$ cat src/rtl/uart_pkg.sv
// Shared definitions for the buffered UART transmitter.
package uart_pkg;

    typedef enum logic [1:0] {
        IDLE  = 2'd0,
        START = 2'd1,
        DATA  = 2'd2,
        STOP  = 2'd3
    } tx_state_e;

    // 50 MHz system clock, 115200 baud
    localparam int CLKS_PER_BIT_DEFAULT = 434;

endpackage

$ cat src/rtl/sync_fifo.sv
// Synchronous FIFO with extra-bit pointers; writes while full are dropped.
module sync_fifo #(
    parameter int WIDTH = 8,
    parameter int DEPTH = 16
) (
    input  logic                     clk,
    input  logic                     rst_n,
    input  logic                     push,
    input  logic                     pop,
    input  logic [WIDTH-1:0]         din,
    output logic [WIDTH-1:0]         dout,
    output logic                     full,
    output logic                     empty,
    output logic [$clog2(DEPTH):0]   count
);

    localparam int AW = $clog2(DEPTH);

    logic [AW:0]      wptr_q, wptr_d;
    logic [AW:0]      rptr_q, rptr_d;
    logic [WIDTH-1:0] mem_q [DEPTH];
    logic             do_push;
    logic             do_pop;

    always_comb begin
        count   = wptr_q - rptr_q;
        full    = (count == (AW+1)'(DEPTH));
        empty   = (wptr_q == rptr_q);
        // a full FIFO refuses the write even when a pop frees a slot
        do_push = push & ~full;
        do_pop  = pop & ~empty;
        wptr_d  = wptr_q + (AW+1)'(do_push);
        rptr_d  = rptr_q + (AW+1)'(do_pop);
        dout    = mem_q[rptr_q[AW-1:0]];
    end

    always_ff @(posedge clk or negedge rst_n) begin
        if (!rst_n) begin
            wptr_q <= '0;
            rptr_q <= '0;
        end else begin
            wptr_q <= wptr_d;
            rptr_q <= rptr_d;
        end
    end

    always_ff @(posedge clk) begin
        if (do_push) begin
            mem_q[wptr_q[AW-1:0]] <= din;
        end
    end

endmodule

$ cat src/rtl/uart_tx_fifo.sv
// 8N1 UART transmitter fed from a byte FIFO written by the MMIO side.
module uart_tx_fifo
    import uart_pkg::*;
#(
    parameter int CLKS_PER_BIT = CLKS_PER_BIT_DEFAULT,
    parameter int DEPTH        = 16
) (
    input  logic                   clk,
    input  logic                   rst_n,
    input  logic                   wrreq,
    input  logic [7:0]             wrdata,
    output logic                   full,
    output logic [$clog2(DEPTH):0] count,
    output logic                   busy,
    output logic                   txd
);

    localparam int BW = $clog2(CLKS_PER_BIT);
    localparam logic [BW-1:0] BAUD_LAST = BW'(CLKS_PER_BIT - 1);

    tx_state_e     state_q, state_d;
    logic [7:0]    shreg_q, shreg_d;
    logic [BW-1:0] baud_q, baud_d;
    logic [2:0]    idx_q, idx_d;
    logic          txd_q, txd_d;
    logic          pop;
    logic          empty;
    logic          bit_end;
    logic [7:0]    head;

    sync_fifo #(
        .WIDTH (8),
        .DEPTH (DEPTH)
    ) u_fifo (
        .clk   (clk),
        .rst_n (rst_n),
        .push  (wrreq),
        .pop   (pop),
        .din   (wrdata),
        .dout  (head),
        .full  (full),
        .empty (empty),
        .count (count)
    );

    always_comb begin
        state_d = state_q;
        shreg_d = shreg_q;
        baud_d  = baud_q;
        idx_d   = idx_q;
        txd_d   = txd_q;
        pop     = 1'b0;
        bit_end = (baud_q == BAUD_LAST);
        if (state_q != IDLE) begin
            baud_d = bit_end ? '0 : baud_q + BW'(1);
        end
        unique case (state_q)
            IDLE: begin
                if (!empty) begin
                    pop     = 1'b1;
                    shreg_d = head;
                    baud_d  = '0;
                    txd_d   = 1'b0;
                    state_d = START;
                end
            end
            START: begin
                if (bit_end) begin
                    idx_d   = '0;
                    txd_d   = shreg_q[0];
                    state_d = DATA;
                end
            end
            DATA: begin
                if (bit_end) begin
                    if (idx_q == 3'd7) begin
                        txd_d   = 1'b1;
                        state_d = STOP;
                    end else begin
                        idx_d   = idx_q + 3'd1;
                        shreg_d = {1'b0, shreg_q[7:1]};
                        txd_d   = shreg_q[1];
                    end
                end
            end
            STOP: begin
                // chain straight into the next start bit when data waits
                if (bit_end) begin
                    if (!empty) begin
                        pop     = 1'b1;
                        shreg_d = head;
                        txd_d   = 1'b0;
                        state_d = START;
                    end else begin
                        txd_d   = 1'b1;
                        state_d = IDLE;
                    end
                end
            end
            default: state_d = IDLE;
        endcase
    end

    always_ff @(posedge clk or negedge rst_n) begin
        if (!rst_n) begin
            state_q <= IDLE;
            shreg_q <= '0;
            baud_q  <= '0;
            idx_q   <= '0;
            txd_q   <= 1'b1;
        end else begin
            state_q <= state_d;
            shreg_q <= shreg_d;
            baud_q  <= baud_d;
            idx_q   <= idx_d;
            txd_q   <= txd_d;
        end
    end

    assign txd  = txd_q;
    assign busy = (state_q != IDLE) | (count != '0);

endmodule

$ cat config.mk
export PLATFORM = sky130hd
export DESIGN_NAME = uart_tx_fifo
export DESIGN_NICKNAME = d
export VERILOG_FILES = /design/src/rtl/uart_pkg.sv /design/src/rtl/sync_fifo.sv /design/src/rtl/uart_tx_fifo.sv
export SDC_FILE = /design/constraint.sdc
export NUM_CORES = 1
export LEC_CHECK = 0
export BUFFER_PORTS_ARGS = -buffer_cell sky130_fd_sc_hd__buf_4
export CAP_MARGIN = 20
export CORE_AREA = 2 2 95 143
export CTS_CLUSTER_SIZE = 10
export DETAILED_ROUTE_END_ITERATION = 8
export DIE_AREA = 0 0 97 145
export GPL_TIMING_DRIVEN = 1
export PLACE_DENSITY_LB_ADDON = 0.08
export SLEW_MARGIN = 20
export SYNTH_ARGS = -nofsm -noshare
export SYNTH_HDL_FRONTEND = slang
export SYNTH_HIERARCHICAL = 1
export SYNTH_SLANG_ARGS = --single-unit
export TNS_END_PERCENT = 10
$ cat constraint.sdc
create_clock -name clk -period 7.45 [get_ports clk]
set_clock_uncertainty 0.2 [all_clocks]
set_input_delay 1.49 -clock clk [delete_from_list [all_inputs] [get_ports clk]]
set_output_delay 1.49 -clock clk [all_outputs]
set_load 0.005 [all_outputs]
Word level (Yosys, flattened, before mapping)
Memory sizes are Yosys's and may differ from the RTL's.
Cells that the tools add are included.
{ "totals": {"regBits": 33, "ram_bits": 128, "input_bits": 11, "output_inout_bits": 8, "n_memories": 1} }
{ "memory_table": {"columns": ["name", "depth", "word_bits", "rd", "rd_ports_with_merged_regs", "write_ports", "line", "source"], "rows": [
  ["u_fifo.mem_q", 16, 8, 1, 0, 1, "sync_fifo.sv:21", "logic [WIDTH-1:0] mem_q [DEPTH];"]
]} }
{ "op_classes": {"reduce_logical": 9, "eq_ne": 13, "n_addsub": 5, "mux": 32, "n_bitwise": 5} }
{ "op_table": {"columns": ["cell", "n"], "rows": [
  ["$mux 9", 4],
  ["$mux 8", 4],
  ["$pmux 8 s3", 1],
  ["$ne 2x2->1 const B", 6],
  ["$reduce_and 4->1", 3],
  ["$mux 1", 11],
  ["$add 5x1->5", 2],
  ["$mux 2", 5],
  ["$add 9x1->9 const B", 1],
  ["$eq 9x9->1 const B", 1],
  ["$mux 3", 3],
  ["$pmux 2 s4", 1],
  ["$pmux 3 s2", 1],
  ["$eq 5x5->1", 1],
  ["$eq 5x5->1 const B", 1],
  ["$reduce_and 5->1", 1],
  ["$reduce_bool 5->1", 1],
  ["$sub 5x5->5", 1],
  ["$eq 2x2->1 const B", 2],
  ["$pmux 1 s4", 1],
  ["$reduce_bool 2->1", 2],
  ["$add 3x1->3 const B", 1],
  ["$eq 3x3->1 const B", 1],
  ["$reduce_bool 3->1", 1],
  ["other kinds (6)", 8]
]} }

Longest topological paths before layout
Gate-level depths: netlist of the first run.
{ "logic_depth": {"ltp_word": 6, "mapped_depth": 12, "depth_no_buf": 12} }

Modules after synthesis
Netlist of the first run, hierarchy kept.
{ "modules_own_cells": {"columns": ["mod", "cells_per_inst", "n_inst", "area_per_inst_um2"], "rows": [
  ["sync_fifo", 274, 1, 5521.5],
  ["uart_tx_fifo", 137, 1, 1440.1]
]} }

Worst setup path before layout of the first run
Ideal clock, no wire load.
{ "synth_path": {"kind": "reg2out", "startpoint": "register u_fifo.rptr_q[1]", "endpoint": "output port full", "path_stages_with_launch": 9, "path_slack_ns": 3.049, "path_buffers": 3, "t_arrival_ns": 2.711, "path_cell_list": "dfrtp_1 -> clkbuf_1 -> clkbuf_1 -> inv_1 -> fa_1 -> xor2_1 -> or3_1 -> a2111oi_4 -> buf_6"} }
{ "synth_between": {"elab_chain_cells": 2} }
{ "synth_lines": {"columns": ["item", "line", "source"], "rows": [
  ["start: declaration", "sync_fifo.sv:20", "logic [AW:0] rptr_q, rptr_d;"],
  ["start signal: assignment", "sync_fifo.sv:43", "rptr_q <= rptr_d;"],
  ["$sub 5x5->5", "sync_fifo.sv:26", "count = wptr_q - rptr_q;"],
  ["net count[2]", "uart_tx_fifo.sv:13", "output logic [$clog2(DEPTH):0] count,"],
  ["$eq 5x5->1", "sync_fifo.sv:27", "full = (count == (AW+1)'(DEPTH));"],
  ["end: declaration", "uart_tx_fifo.sv:12", "output logic full,"]
]} }
The timed path passes the listed nets, and every way through them passes these cells.

Worst setup path in the final report of the first run
{ "layout_path": {"startpoint": "register u_fifo.wptr_q[0]", "endpoint": "output port full"} }
{ "layout_between": {"elab_chain_cells": 2} }
{ "layout_lines": {"columns": ["item", "line", "source"], "rows": [
  ["start: declaration", "sync_fifo.sv:19", "logic [AW:0] wptr_q, wptr_d;"],
  ["start signal: assignment", "sync_fifo.sv:42", "wptr_q <= wptr_d;"],
  ["$sub 5x5->5", "sync_fifo.sv:26", null],
  ["$eq 5x5->1", "sync_fifo.sv:27", null]
]} }
Every way passes these cells.

==> flow_summary.json, run 1 <==
{
  "outcome": "completed",
  "antenna_found_initial": 0,
  "place_inst": 590,
  "die_width_um": 97,
  "grt.overflow.total": 0,
  "clkTransAtPathRegs_ns": 0.06,
  "reg2regPathDepth": 13,
  "dp_worst_setup_slack_ns": 3.27,
  "cp_max_fo": 18,
  "slew_viol_final": 0,
  "synth_edf_count": 128,
  "slowest_delay_ns": 0.40,
  "syn_to_final_growth_pct": 15.0,
  "yosysWarnings": 6,
  "setup_viol": 0,
  "cp-start-kind": "flip-flop",
  "firstDrtPassIters": 4,
  "yosysSeqAreaShare": 0.671,
  "place_area_um2": 7420,
  "die_h_um": 145,
  "syn-instance-count": 411,
  "cp-end-kind": "output port",
  "cts_resized": 0,
  "postCtsSetupBuffers": 0,
  "layout_commonest_cell": "edfxtp_1",
  "hpwlAfterDp_mm": 9.09,
  "grt_pass1_wl_mm": 21.6,
  "worstPathCellList": "inv_1 > ha_1 > inv_1 > fa_1 > xor2_1 > or3_1 > a2111oi_4 > buf_4 > buf_4",
  "path_class": "reg -> out",
  "clock_tree.root_cell": "clkbuf_16",
  "fp.dieArea_um2": 14100,
  "worst_pin_slew_ns": 0.961,
  "fin_cells": 622,
  "syn_nets": 440,
  "clockBufferDepth": 2,
  "ios": 19,
  "drive_gt1_frac": 0.292,
  "cp.depth": 9,
  "hold_class": "reg -> reg",
  "grt_max_degree": 35,
  "avgViaCountPerCell": 5.96,
  "hold_viol_final": 0,
  "slew_headroom": 0.357,
  "layout_common_cells": "edfxtp_1, buf_4, mux4_2, dfrtp_1, nand2_1",
  "cp_top_family": "buffers and inverters",
  "rsz0062_at_grt": "no",
  "rows": 51,
  "track_usage": 0.205,
  "drt_iter0_drc": 289,
  "fill_cells": 921,
  "drv_cap": 0,
  "period_share": 0.617,
  "io_buffers": 18,
  "vias": 3710,
  "ctsHtreeMaxLevel": 4,
  "final_util": 0.624,
  "drc_errors": 0,
  "worstPathRequired_ns": 5.76,
  "synth.cell_area_um2": 6960,
  "powerDensity_nw_per_um2": 407,
  "fin_area_um2": 8000,
  "drt-total-wl_mm": 13.4,
  "cts_hold_buf": 0,
  "synthFlopType": "edfxtp_1",
  "place.gp.congestion": 0.760,
  "synthArstFlopShare": 0.205,
  "hold_path_depth": 1,
  "vdd_drop_max_mv": 0.233,
  "cp.arrival_ns": 2.91,
  "start_util": 0.543,
  "period_minus_slack_ns": 4.60,
  "clk_latency_ns": 0.41,
  "cts_tree": "built",
  "synth_seq_cells": 161,
  "crit_buf_inv": 4,
  "coreArea_um2": 12800,
  "grt_pass1_vias": 3932,
  "fin_ws_ns": 2.85,
  "synth_area_per_cell_um2": 16.9,
  "fin_tns_setup_ns": 0,
  "clock-sinks": 161,
  "post_drt_wl_per_cell_um": 21.6,
  "yosysUniqueCellTypes": 57,
  "fin_nets": 479,
  "ant_nets": 0,
  "diodes": 0,
  "fmax_ghz": 0.217,
  "crit_path_top_delay_cell": "fa_1",
  "cts_buffers": 17,
  "power_leakage_nw": 2.84
}
==> kinds of logic after synthesis <==
kind of cell,Yosys count,synth area share
AO/OA/AOI/OAI,48,0.0516
adder cells (fa/ha/maj),18,0.0334
multiplexers,48,0.134
flip-flops,161,0.671
AND/OR/NAND/NOR,99,0.0791
XOR/XNOR,10,0.0126
buffers and inverters,27,0.0187
==> stage by stage <==
stage	power (mW)	hold slack, ns
floorplan	2.10	0.264
global placement	2.40	0.279
detailed placement	2.44	0.284
CTS	3.30	0.293
global route	3.45	0.315
finish	3.26	0.288
==> cell usage after synthesis, types with 5 or more instances <==
cell        n  area, um^2
edfxtp_1  128        3840
a22oi_1    16         120
o21ai_0    12        60.1
dfrtp_1    32         801
ha_1       17         213
xnor2_1     5        43.8
nand3_1    12        60.1
nor2_1     15        56.3
inv_1      12        45.0
clkbuf_1    8        30.0
nor4_1     13        81.3
nand2_1    26        97.6
mux2_2      7        78.8
mux2_4      8         120
xor2_1      5        43.8
mux4_2     32         721
==> worst paths after layout <==
| path | startpoint | slack (ns) | to |
|---|---|---|---|
| worst max-delay path | u_fifo/wptr_q[0] | 2.85 | full |
| worst min register to register | u_fifo/rptr_q[4] | 0.29 | u_fifo/rptr_q[4] |
| worst min-delay path | u_fifo/rptr_q[4] | 0.29 | u_fifo/rptr_q[4] |
| min in group asynchronous | rst_n | 0.81 | u_fifo/rptr_q[2] |
| worst max register to register | u_fifo/wptr_q[0] | 4.09 | u_fifo/wptr_q[4] |
| max in group asynchronous | rst_n | 5.90 | txd |
==> report_power, final <==
group / switching [mW] / leakage, nW / internal [mW]
Sequential: 0.0910 / 1.57 / 1.12
Combinational: 0.626 / 0.992 / 0.575
Clock: 0.349 / 0.283 / 0.498
==> final cells by class <==
cell class,instances,area (um^2),share of cell area
tap,159,199,0.0249
inverter,12,45.0,0.00563
multi-input combinational,223,2240,0.280
timing repair buffer,35,263,0.0328
clock buffer,17,425,0.0531
clock inverter,15,159,0.0199
sequential,161,4670,0.584
==> worst reg2reg max path: cells and delay by family (launching register included) <==
family / cells / cell delay (ns)
adders and majority gates: 4 / 0.99
and+or+nand+nor: 3 / 0.58
buffers and inverters: 3 / 0.48
xor gates and xnor gates: 2 / 0.33
DFF: 1 / 0.39
AOI/OAI and AO/OA: 1 / 0.33
==> sequential cells by signal, indices dropped and copies added (netlist names) <==
register / cells
baud_q: 9
shreg_q: 8
state_q: 2
idx_q: 3
u_fifo/mem_q: 128
u_fifo/rptr_q: 5
txd: 1
u_fifo/wptr_q: 5
==> layer usage <==
layer  GRT usage  wire, um  vias to the layer above
li1            -         -                     1720
met1       0.246      5380                     1902
met2       0.366      7450                       68
met3      0.0419       349                       20
met4      0.0697       240                        0
met5           0         0                        -
(Power assumes the default switching activity.)
==> inputs of run 2 (changes only) <==
==> constraint.sdc (replaced) <==
create_clock -name clk -period 4.8 [get_ports clk]
set_clock_uncertainty 0.2 [all_clocks]
set_input_delay 0.96 -clock clk [delete_from_list [all_inputs] [get_ports clk]]
set_output_delay 0.96 -clock clk [all_outputs]
set_load 0.005 [all_outputs]
==> run 2 against run 1 <==
Net effect: wire length rose by 0.70%; total power rose by 57%; combinational power rose by 55%; largest cell class unchanged; largest power group unchanged; highest routed layer unchanged.
==> flow_summary.json, run 2 (same netlist as run 1, synthesis figures left out) <==
{
  "outcome": "completed",
  "drt_iter0_drc": 172,
  "postCtsSetupBuffers": 0,
  "drt-total-wl_mm": 13.5,
  "power.total_mw": 5.10,
  "path_class": "reg -> out",
  "r2r_start": "u_fifo/wptr_q[0]",
  "diodes": 0,
  "internal_power_mw": 3.45,
  "setup.worst_path.start": "u_fifo/wptr_q[0]",
  "switchingPower_mw": 1.65,
  "period_share": 0.848,
  "coreArea_um2": 12800,
  "wl_met1_mm": 5.35,
  "hpwlAfterDp_mm": 9.07,
  "firstDrtPassIters": 4,
  "ctsHtreeMaxLevel": 4,
  "cts_resized": 0,
  "clock_tree.root_cell": "clkbuf_16",
  "power_leakage_nw": 2.85,
  "die_h_um": 145,
  "pwr-share-seq": 0.368,
  "cts_buffers": 17,
  "slew_viol_final": 0,
  "netSwitchingFraction": 0.323,
  "clock-sinks": 161,
  "slew_headroom": 0.433,
  "worstPathRequired_ns": 3.64,
  "vias": 3702,
  "grt.overflow.total": 0,
  "fin_tns_setup_ns": 0,
  "io_buffers": 18,
  "cp-end-kind": "output port",
  "worst_pin_slew_ns": 0.847,
  "fmax_ghz": 0.246,
  "top_layer_used": "met4",
  "fin_nets": 480,
  "fp.dieArea_um2": 14100,
  "post_drt_wl_per_cell_um": 21.7,
  "largest_reg_flops": 128,
  "ios": 19,
  "fill_cells": 921,
  "cts_tree": "built",
  "hold_class": "in -> async",
  "avgViaCountPerCell": 5.94,
  "cts_hold_buf": 0,
  "layout_commonest_cell": "edfxtp_1",
  "start_util": 0.543,
  "drc_errors": 0,
  "cp-start-kind": "flip-flop",
  "grt_max_degree": 35,
  "powerDensity_nw_per_um2": 636,
  "grt_pass1_wl_mm": 21.2,
  "final_util": 0.626,
  "met3_length_um": 287,
  "place.gp.congestion": 0.733,
  "clkTransAtPathRegs_ns": 0.06,
  "rows": 51,
  "hold_viol_final": 0,
  "setup_viol": 0,
  "drv_cap": 0,
  "layout_common_cells": "edfxtp_1, buf_4, mux4_2, dfrtp_1, nand2_1",
  "grt_pass1_vias": 3920,
  "rsz0062_at_grt": "no",
  "p_comb_frac": 0.364,
  "ant_nets": 0,
  "cp_max_fo": 18,
  "clockBufferDepth": 2,
  "drive_gt1_frac": 0.295,
  "syn_to_final_growth_pct": 15.3,
  "track_usage": 0.202,
  "clockPowerShare": 0.268,
  "die_width_um": 97,
  "antenna_found_initial": 0,
  "clk_latency_ns": 0.41,
  "wl_met2_mm": 7.58,
  "period_minus_slack_ns": 4.07,
  "cp.arrival_ns": 2.91,
  "vdd_drop_max_mv": 0.306
}
run 2: cell count changes in the layout (fill, tap and decap cells not counted), sizes merged:
| cell | previous run | this run |
|---|---|---|
| buf | 35 | 36 |
| bufinv | 2 | 3 |
| clkbuf | 17 | 18 |
| clkinv | 7 | 3 |
| clkinvlp | 2 | 3 |
| inv | 16 | 17 |
run 2: power groups by stage:
stage	sequential [mW]	combinational [mW]	clock, mW
floorplan	1.85	1.40	0
global placement	1.89	1.84	0
detailed placement	1.90	1.87	0
CTS	1.88	1.88	1.39
global route	1.90	2.04	1.43
finish	1.88	1.86	1.36
run 2: critical path, cell delays in order, from the launching register on:
cell and delay, ns:
dfrtp_1 0.40, inv_1 0.09, ha_1 0.16, inv_1 0.05, fa_1 0.41, xor2_1 0.21
or3_1 0.36, a2111oi_4 0.33, buf_4 0.32, buf_4 0.17
run 2: area by class of cell:
cell class | instances | area [um^2] | area share
timing repair buffer | 36 | 270 | 0.0337
multi-input combinational | 223 | 2230 | 0.278
tap | 159 | 199 | 0.0248
clock buffer | 18 | 429 | 0.0535
sequential | 161 | 4670 | 0.582
inverter | 12 | 45.0 | 0.00561
clock inverter | 14 | 178 | 0.0221
run 2: metrics by stage:
| stage | cells | instance area, um^2 | hold WS (ns) | worst slack [ns] |
|---|---|---|---|---|
| floorplan | 411 | 6960 | 0.264 | 0.929 |
| global placement | 591 | 7410 | 0.282 | 1.22 |
| detailed placement | 591 | 7410 | 0.290 | 1.17 |
| CTS | 623 | 8020 | 0.298 | 0.727 |
| global route | 623 | 8030 | 0.312 | 0.600 |
| finish | 623 | 8030 | 0.288 | 0.729 |
run 2: worst paths after layout:
| check | to | slack (ns) | cells past startpoint |
|---|---|---|---|
| max in group asynchronous | txd | 3.76 | 1 |
| min in group clk | u_fifo/rptr_q[4] | 0.30 | 1 |
| max reg2reg | u_fifo/wptr_q[4] | 1.45 | 13 |
| min | u_fifo/rptr_q[1] | 0.29 | 1 |
| max | full | 0.73 | 9 |
| min reg2reg | u_fifo/rptr_q[4] | 0.30 | 1 |
run 2: routing by layer:
metal / vias to the layer above / global-route usage
met2: 59 / 0.367
met4: 0 / 0.0718
met3: 14 / 0.0405
met5: - / 0
li1: 1714 / -
met1: 1915 / 0.237
